## src/rtl/frontend_sync_monitor.sv

```systemverilog
// Qualifies the ISL51002 regenerated sync stream and publishes locked htotal/vtotal/interlace; sticky IRQ under SYNC_MON_IRQ_EN.
// Latency: frame edge sampled at k -> state/outputs at k+2; no backpressure, every frame is evaluated.
module frontend_sync_monitor #(
    parameter int unsigned LOCK_FRAMES = 4,
    parameter int unsigned MISS_LIMIT  = 2,
    parameter int unsigned HTOL        = 2,
    parameter int unsigned VTOL        = 1,
    parameter int unsigned HS_TIMEOUT  = 8191
) (
    input  logic        PCLK_i,
    input  logic        reset_i,
    input  logic        HSYNC_i,
    input  logic        frame_change_i,
    input  logic [10:0] vtotal_i,
    input  logic        interlace_flag_i,
    input  logic        irq_clr_i,
    output logic        sync_active_o,
    output logic [1:0]  state_o,
    output logic [11:0] htotal_o,
    output logic [10:0] vtotal_o,
    output logic        interlace_o,
    output logic        mode_change_o,
    output logic        sync_lost_o,
    output logic        irq_o
);

    localparam logic [1:0] ST_NOSYNC  = 2'd0;
    localparam logic [1:0] ST_ACQUIRE = 2'd1;
    localparam logic [1:0] ST_LOCKED  = 2'd2;

    logic        hs_cur, hs_prev, fc_cur, fc_prev, il_cur;
    logic [10:0] vt_cur;
    logic        hs_edge, fc_edge;

    logic [12:0] hcnt, hper;
    logic [10:0] lcnt;

    logic        hs_lost, line_to, fc_evt;
    logic [12:0] smp_hper;
    logic [10:0] smp_vt;
    logic        smp_il;

    logic [1:0]  state, state_n;
    logic [12:0] href, href_n;
    logic [10:0] vref, vref_n;
    logic        iref, iref_n;
    logic [3:0]  lock_cnt, lock_n, miss_cnt, miss_n;
    logic [11:0] htot_n;
    logic [10:0] vtot_n;
    logic        il_n, mc_n, sl_n, reload;

    logic [12:0] hdiff;
    logic [10:0] vdiff;
    logic        match;

    assign hs_edge = hs_prev & ~hs_cur;
    assign fc_edge = fc_cur & ~fc_prev;

    always_ff @(posedge PCLK_i or posedge reset_i) begin
        if (reset_i) begin
            hs_cur  <= 1'b0;
            hs_prev <= 1'b0;
            fc_cur  <= 1'b0;
            fc_prev <= 1'b0;
            il_cur  <= 1'b0;
            vt_cur  <= '0;
        end else begin
            hs_cur  <= HSYNC_i;
            hs_prev <= hs_cur;
            fc_cur  <= frame_change_i;
            fc_prev <= fc_cur;
            il_cur  <= interlace_flag_i;
            vt_cur  <= vtotal_i;
        end
    end

    always_ff @(posedge PCLK_i or posedge reset_i) begin
        if (reset_i) begin
            hcnt <= '0;
            hper <= '0;
            lcnt <= '0;
        end else begin
            if (hs_edge) begin
                hcnt <= 13'd1;
                hper <= hcnt;
            end else if (hcnt != 13'h1FFF) begin
                hcnt <= hcnt + 13'd1;
            end
            if (fc_edge)
                lcnt <= '0;
            else if (hs_edge && lcnt != 11'h7FF)
                lcnt <= lcnt + 11'd1;
        end
    end

    // The FSM sees a registered copy of its qualifiers; the sample takes hper before a coincident line edge updates it.
    always_ff @(posedge PCLK_i or posedge reset_i) begin
        if (reset_i) begin
            hs_lost  <= 1'b0;
            line_to  <= 1'b0;
            fc_evt   <= 1'b0;
            smp_hper <= '0;
            smp_vt   <= '0;
            smp_il   <= 1'b0;
        end else begin
            hs_lost <= (hcnt >= 13'(HS_TIMEOUT));
            line_to <= (lcnt == 11'h7FF);
            fc_evt  <= fc_edge;
            if (fc_edge) begin
                smp_hper <= hper;
                smp_vt   <= vt_cur;
                smp_il   <= il_cur;
            end
        end
    end

    always_comb begin
        hdiff = (smp_hper >= href) ? (smp_hper - href) : (href - smp_hper);
        vdiff = (smp_vt >= vref) ? (smp_vt - vref) : (vref - smp_vt);
        match = (hdiff <= 13'(HTOL)) && (vdiff <= 11'(VTOL)) && (smp_il == iref);
    end

    always_comb begin
        state_n = state;
        href_n  = href;
        vref_n  = vref;
        iref_n  = iref;
        lock_n  = lock_cnt;
        miss_n  = miss_cnt;
        htot_n  = htotal_o;
        vtot_n  = vtotal_o;
        il_n    = interlace_o;
        mc_n    = 1'b0;
        sl_n    = 1'b0;
        reload  = 1'b0;
        case (state)
            ST_NOSYNC: begin
                if (fc_evt && !hs_lost) begin
                    reload  = 1'b1;
                    state_n = ST_ACQUIRE;
                end
            end
            ST_ACQUIRE: begin
                if (hs_lost || line_to) begin
                    state_n = ST_NOSYNC;
                end else if (fc_evt && match) begin
                    lock_n = lock_cnt + 4'd1;
                    if (lock_n == 4'(LOCK_FRAMES)) begin
                        state_n = ST_LOCKED;
                        miss_n  = '0;
                        htot_n  = (href > 13'd4095) ? 12'hFFF : href[11:0];
                        vtot_n  = vref;
                        il_n    = iref;
                        mc_n    = 1'b1;
                    end
                end else if (fc_evt) begin
                    reload = 1'b1;
                end
            end
            ST_LOCKED: begin
                if (hs_lost || line_to) begin
                    state_n = ST_NOSYNC;
                    sl_n    = 1'b1;
                end else if (fc_evt && match) begin
                    miss_n = '0;
                end else if (fc_evt) begin
                    miss_n = miss_cnt + 4'd1;
                    if (miss_n == 4'(MISS_LIMIT)) begin
                        reload  = 1'b1;
                        state_n = ST_ACQUIRE;
                        sl_n    = 1'b1;
                    end
                end
            end
            default: state_n = ST_NOSYNC;
        endcase
        if (reload) begin
            href_n = smp_hper;
            vref_n = smp_vt;
            iref_n = smp_il;
            lock_n = 4'd1;
        end
    end

    always_ff @(posedge PCLK_i or posedge reset_i) begin
        if (reset_i) begin
            state         <= ST_NOSYNC;
            href          <= '0;
            vref          <= '0;
            iref          <= 1'b0;
            lock_cnt      <= '0;
            miss_cnt      <= '0;
            htotal_o      <= '0;
            vtotal_o      <= '0;
            interlace_o   <= 1'b0;
            mode_change_o <= 1'b0;
            sync_lost_o   <= 1'b0;
        end else begin
            state         <= state_n;
            href          <= href_n;
            vref          <= vref_n;
            iref          <= iref_n;
            lock_cnt      <= lock_n;
            miss_cnt      <= miss_n;
            htotal_o      <= htot_n;
            vtotal_o      <= vtot_n;
            interlace_o   <= il_n;
            mode_change_o <= mc_n;
            sync_lost_o   <= sl_n;
        end
    end

    assign state_o       = state;
    assign sync_active_o = (state == ST_LOCKED);

`ifdef SYNC_MON_IRQ_EN
    logic clr_cur;

    // A set event in the same cycle as a clear keeps the interrupt asserted.
    always_ff @(posedge PCLK_i or posedge reset_i) begin
        if (reset_i) begin
            clr_cur <= 1'b0;
            irq_o   <= 1'b0;
        end else begin
            clr_cur <= irq_clr_i;
            if (mc_n || sl_n)
                irq_o <= 1'b1;
            else if (clr_cur)
                irq_o <= 1'b0;
        end
    end
`else
    logic unused_irq_clr;
    assign unused_irq_clr = irq_clr_i;
    assign irq_o          = 1'b0;
`endif

endmodule
```

## config.mk

```make
export PLATFORM = sky130hd
export DESIGN_NAME = frontend_sync_monitor
export DESIGN_NICKNAME = d
export VERILOG_FILES = /design/src/rtl/frontend_sync_monitor.sv
export SDC_FILE = /design/constraint.sdc
export NUM_CORES = 1
export LEC_CHECK = 0
export ABC_AREA = 1
export CAP_MARGIN = 20
export CORE_UTILIZATION = 61
export DETAILED_ROUTE_END_ITERATION = 8
export PLACE_DENSITY = 0.8
export SETUP_SLACK_MARGIN = 0.5
export SLEW_MARGIN = 10
export SYNTH_ARGS = -nofsm -noshare
export SYNTH_HDL_FRONTEND = slang
export SYNTH_SLANG_ARGS = --single-unit
```

## constraint.sdc

```tcl
create_clock -name PCLK_i -period 6.2 [get_ports PCLK_i]
set_input_delay 0.93 -clock PCLK_i [delete_from_list [all_inputs] [get_ports PCLK_i]]
set_output_delay 0.93 -clock PCLK_i [all_outputs]
set_load 0.01 [all_outputs]
```

==> flow_summary.toml <==
[status]
status = "finished clean"

[layout]
fill_cells = 1156
n_antenna_cell = 0
drive_above_1_share_pct = 6.18
syn_to_final_growth_pct = 12.2
layoutNonFillerInstCount = 1443
seq_area_sq_mm = 0.00355
multi_input_area_sq_mm = 0.00440
finalNetCount = 1323

[floorplanning]
io_pins = 47
fp-row-count = 43
die_y_microns = 123
start_util_pct = 63.1
die_area_sq_mm = 0.0150
core_area_sq_mm = 0.0140
die_x_microns = 123

[power_and_ir_drop]
ir_drop_v = 0.000223
p_leak_nw = 5.18
totalPowerFinal_w = 0.00429
cellPowerDensity_mw_per_mm2 = 431

[place]
port_buffers = 44
dp.cells = 1411
hpwl_microns = 14600
gp_congestion = 0.902

[cts]
cts_sinks = 142
cts_setup_buffers = 0
cts_resized = 0
clk_pin_slew_ps = 60
cts-htree-levels = 4
clock_path_buffers = 2
clkLatencyLatePin_ps = 430
cts_buffers = 17
cts-root-buf = "clkbuf_16"
cts_hold_buf = 0
cts_tree = "built"

[logic_synthesis]
ys_seq_area_share_pct = 40.1
synthArstFlopShare_pct = 100
yosysMostFrequentCell = "nand2_1"
synth_area_per_cell_sq_um = 7.28
synth-simple-area-share_pct = 31.6
synth_fa_ha_area_share_pct = 8.25
synth_largest_area_cell = "dfrtp_1"
synth.distinct_cells = 37
synth_common_cells = "nand2_1, inv_1, dfrtp_1"
synth_compound_area_share_pct = 7.98
synth_top_family_by_area = "simple AND/OR/NAND/NOR gates"
ys.warnings.count = 0
synth.area.mux_share_pct = 0
synth_edf_count = 0
synth_cells = 1217
synthesis.area_sq_mm = 0.00886
synth_ff_type = "dfrtp_1"
ys_ff_latch = 142
yosysTopAreaCellShare_pct = 40.1
synth_xor_area_share_pct = 1.68
synth_area_leaders = "dfrtp_1, nand2_1, inv_1"
syn-num-nets = 1290

[drt]
drt-wirelength-per-cell_microns = 14.4
dr.first_iter.drc_count = 566
viasPerCell = 5.36
drt-total-wl_microns = 20800
num_vias = 7728
dr.pass1.iters = 5
ant_nets = 0
route.detailed.drc = 0

[grt]
grt.total_usage_pct = 29.7
overflow = 0
grt_max_degree = 88
grt_pass1_vias = 7191
grt_pass1_wl_microns = 34300
grt_antenna_before_repair = 0

[timing]
fmax_mhz = 254
final.setup.tns_ps = 0
finalHoldViolations = 0
period_share_pct = 63.6
setup_viol = 0
period_minus_slack_ps = 3940
grt_setup_unrepaired = "no"
fin_worst_skew_ps = 10.9
max_slew.worst_pin.slew_ps = 826
whs_ps = 383
slew_headroom_pct = 44.9
timing.final.max_slew_violations = 0

[worst_setup_path]
slowest_stage = "dfrtp_1"
cp_common_cell = "nand2_1"
arrival_ps = 4250
startpoint_type = "flip-flop"
crit_path_end_kind = "flip-flop"
critPathMaxFanout = 28
worst_path_largest_cell_delay_ps = 710
critical_path_class = "flip-flop to flip-flop"
critical_path_required_ps = 6510
reg2reg_depth = 16
cp_cell_sequence = "inv_1 > ha_1 > a21oi_1 > nand2_1 > a21oi_1 > nand3_2 > inv_2 > nand3_1 > nand2_1 > nand2_1 > nor2_4 > nand3_4 > nand4_4 > nand3_4 > nand2_1 > nand2_1"

[run]
cap_violations = 0

[worst_hold_path]
hold_class = "flip-flop to flip-flop"
whs_path_depth = 0
final timing paths:
check                      startpoint        end  slack, ps
max in group asynchronous     reset_i  smp_vt[6]       4010
hold reg to reg                hs_cur    hs_prev        380
hold / removal                 hs_cur    hs_prev        380
setup / recovery             href[12]    href[3]       2260
setup reg to reg             href[12]    href[3]       2260
min in group asynchronous     reset_i   hcnt[12]       1030
critical path: cells and delay by family, from the launching register on:
kind	cells	cell delay (ps)
buffers and inverters	2	300
DFF	1	710
adders and majority gates	1	370
and+or+nand+nor	11	2060
AOI/OAI and AO/OA	2	350
cells in the final DEF (no fill, tap or decap), types with 5 or more instances in the layout:
cell             count
nand3_1            110
nor3_1              14
o21ai_0             53
xor2_1              12
xnor2_1              5
nand2_2              6
nand2_1            396
o21ai_1             11
ha_1                52
clkdlybuf4s50_1     44
inv_1              185
o21ai_2             14
a21oi_1             39
inv_2                6
nor2_1              80
dfrtp_1            142
nand4_1             23
clkbuf_16           17
power by group:
group | leakage [nW] | switching, W | internal, W
Clock | 0.275 | 0.000408 | 0.000594
Combinational | 3.02 | 0.00144 | 0.000720
Sequential | 1.88 | 0.0000959 | 0.00103
Total | 5.18 | 0.00194 | 0.00235
stage by stage:
step / setup WS [ps] / utilization, % / instance area, sq um
floorplan: 1460 / - / 8860
global placement: 2400 / 66.7 / 9370
detailed placement: 2340 / 66.7 / 9370
CTS: 2270 / 70.8 / 9940
global route: 1950 / 70.8 / 9940
finish: 2260 / 70.8 / 9940
registers in the layout, summed over array words and instances (netlist names), 2 cells and up:
| signal | cells |
|---|---|
| hcnt | 13 |
| miss_cnt | 4 |
| vref | 11 |
| lock_cnt | 4 |
| href | 13 |
| lcnt | 11 |
| hper | 13 |
| state_o | 2 |
| smp_hper | 13 |
| smp_vt | 11 |
| vt_cur | 11 |
| vtotal_o | 11 |
| htotal_o | 12 |
metal layers:
layer	up-vias	routed length (microns)	track usage, %
met5	-	0	0
met4	0	268	8.54
met2	204	9840	48.6
li1	3885	-	-
met1	3611	9670	40.4
met3	28	997	5.44
area by class of cell:
| cell class | instances | area share (%) |
|---|---|---|
| inverter | 192 | 7.30 |
| timing repair buffer | 47 | 4.66 |
| tap | 180 | 2.27 |
| multi-input combinational | 850 | 44.3 |
| sequential | 142 | 35.8 |
| clock inverter | 13 | 1.41 |
| clock buffer | 19 | 4.36 |
cell families (layout without fill, tap and decap cells):
kind of cell,Yosys count,after routing
flops,142,142
fa+ha+maj,56,56
simple gates,650,650
other cells,1,1
xor+xnor,17,17
compound gates,126,126
buf+inv,225,271
Power figures use the tool's default switching activity.
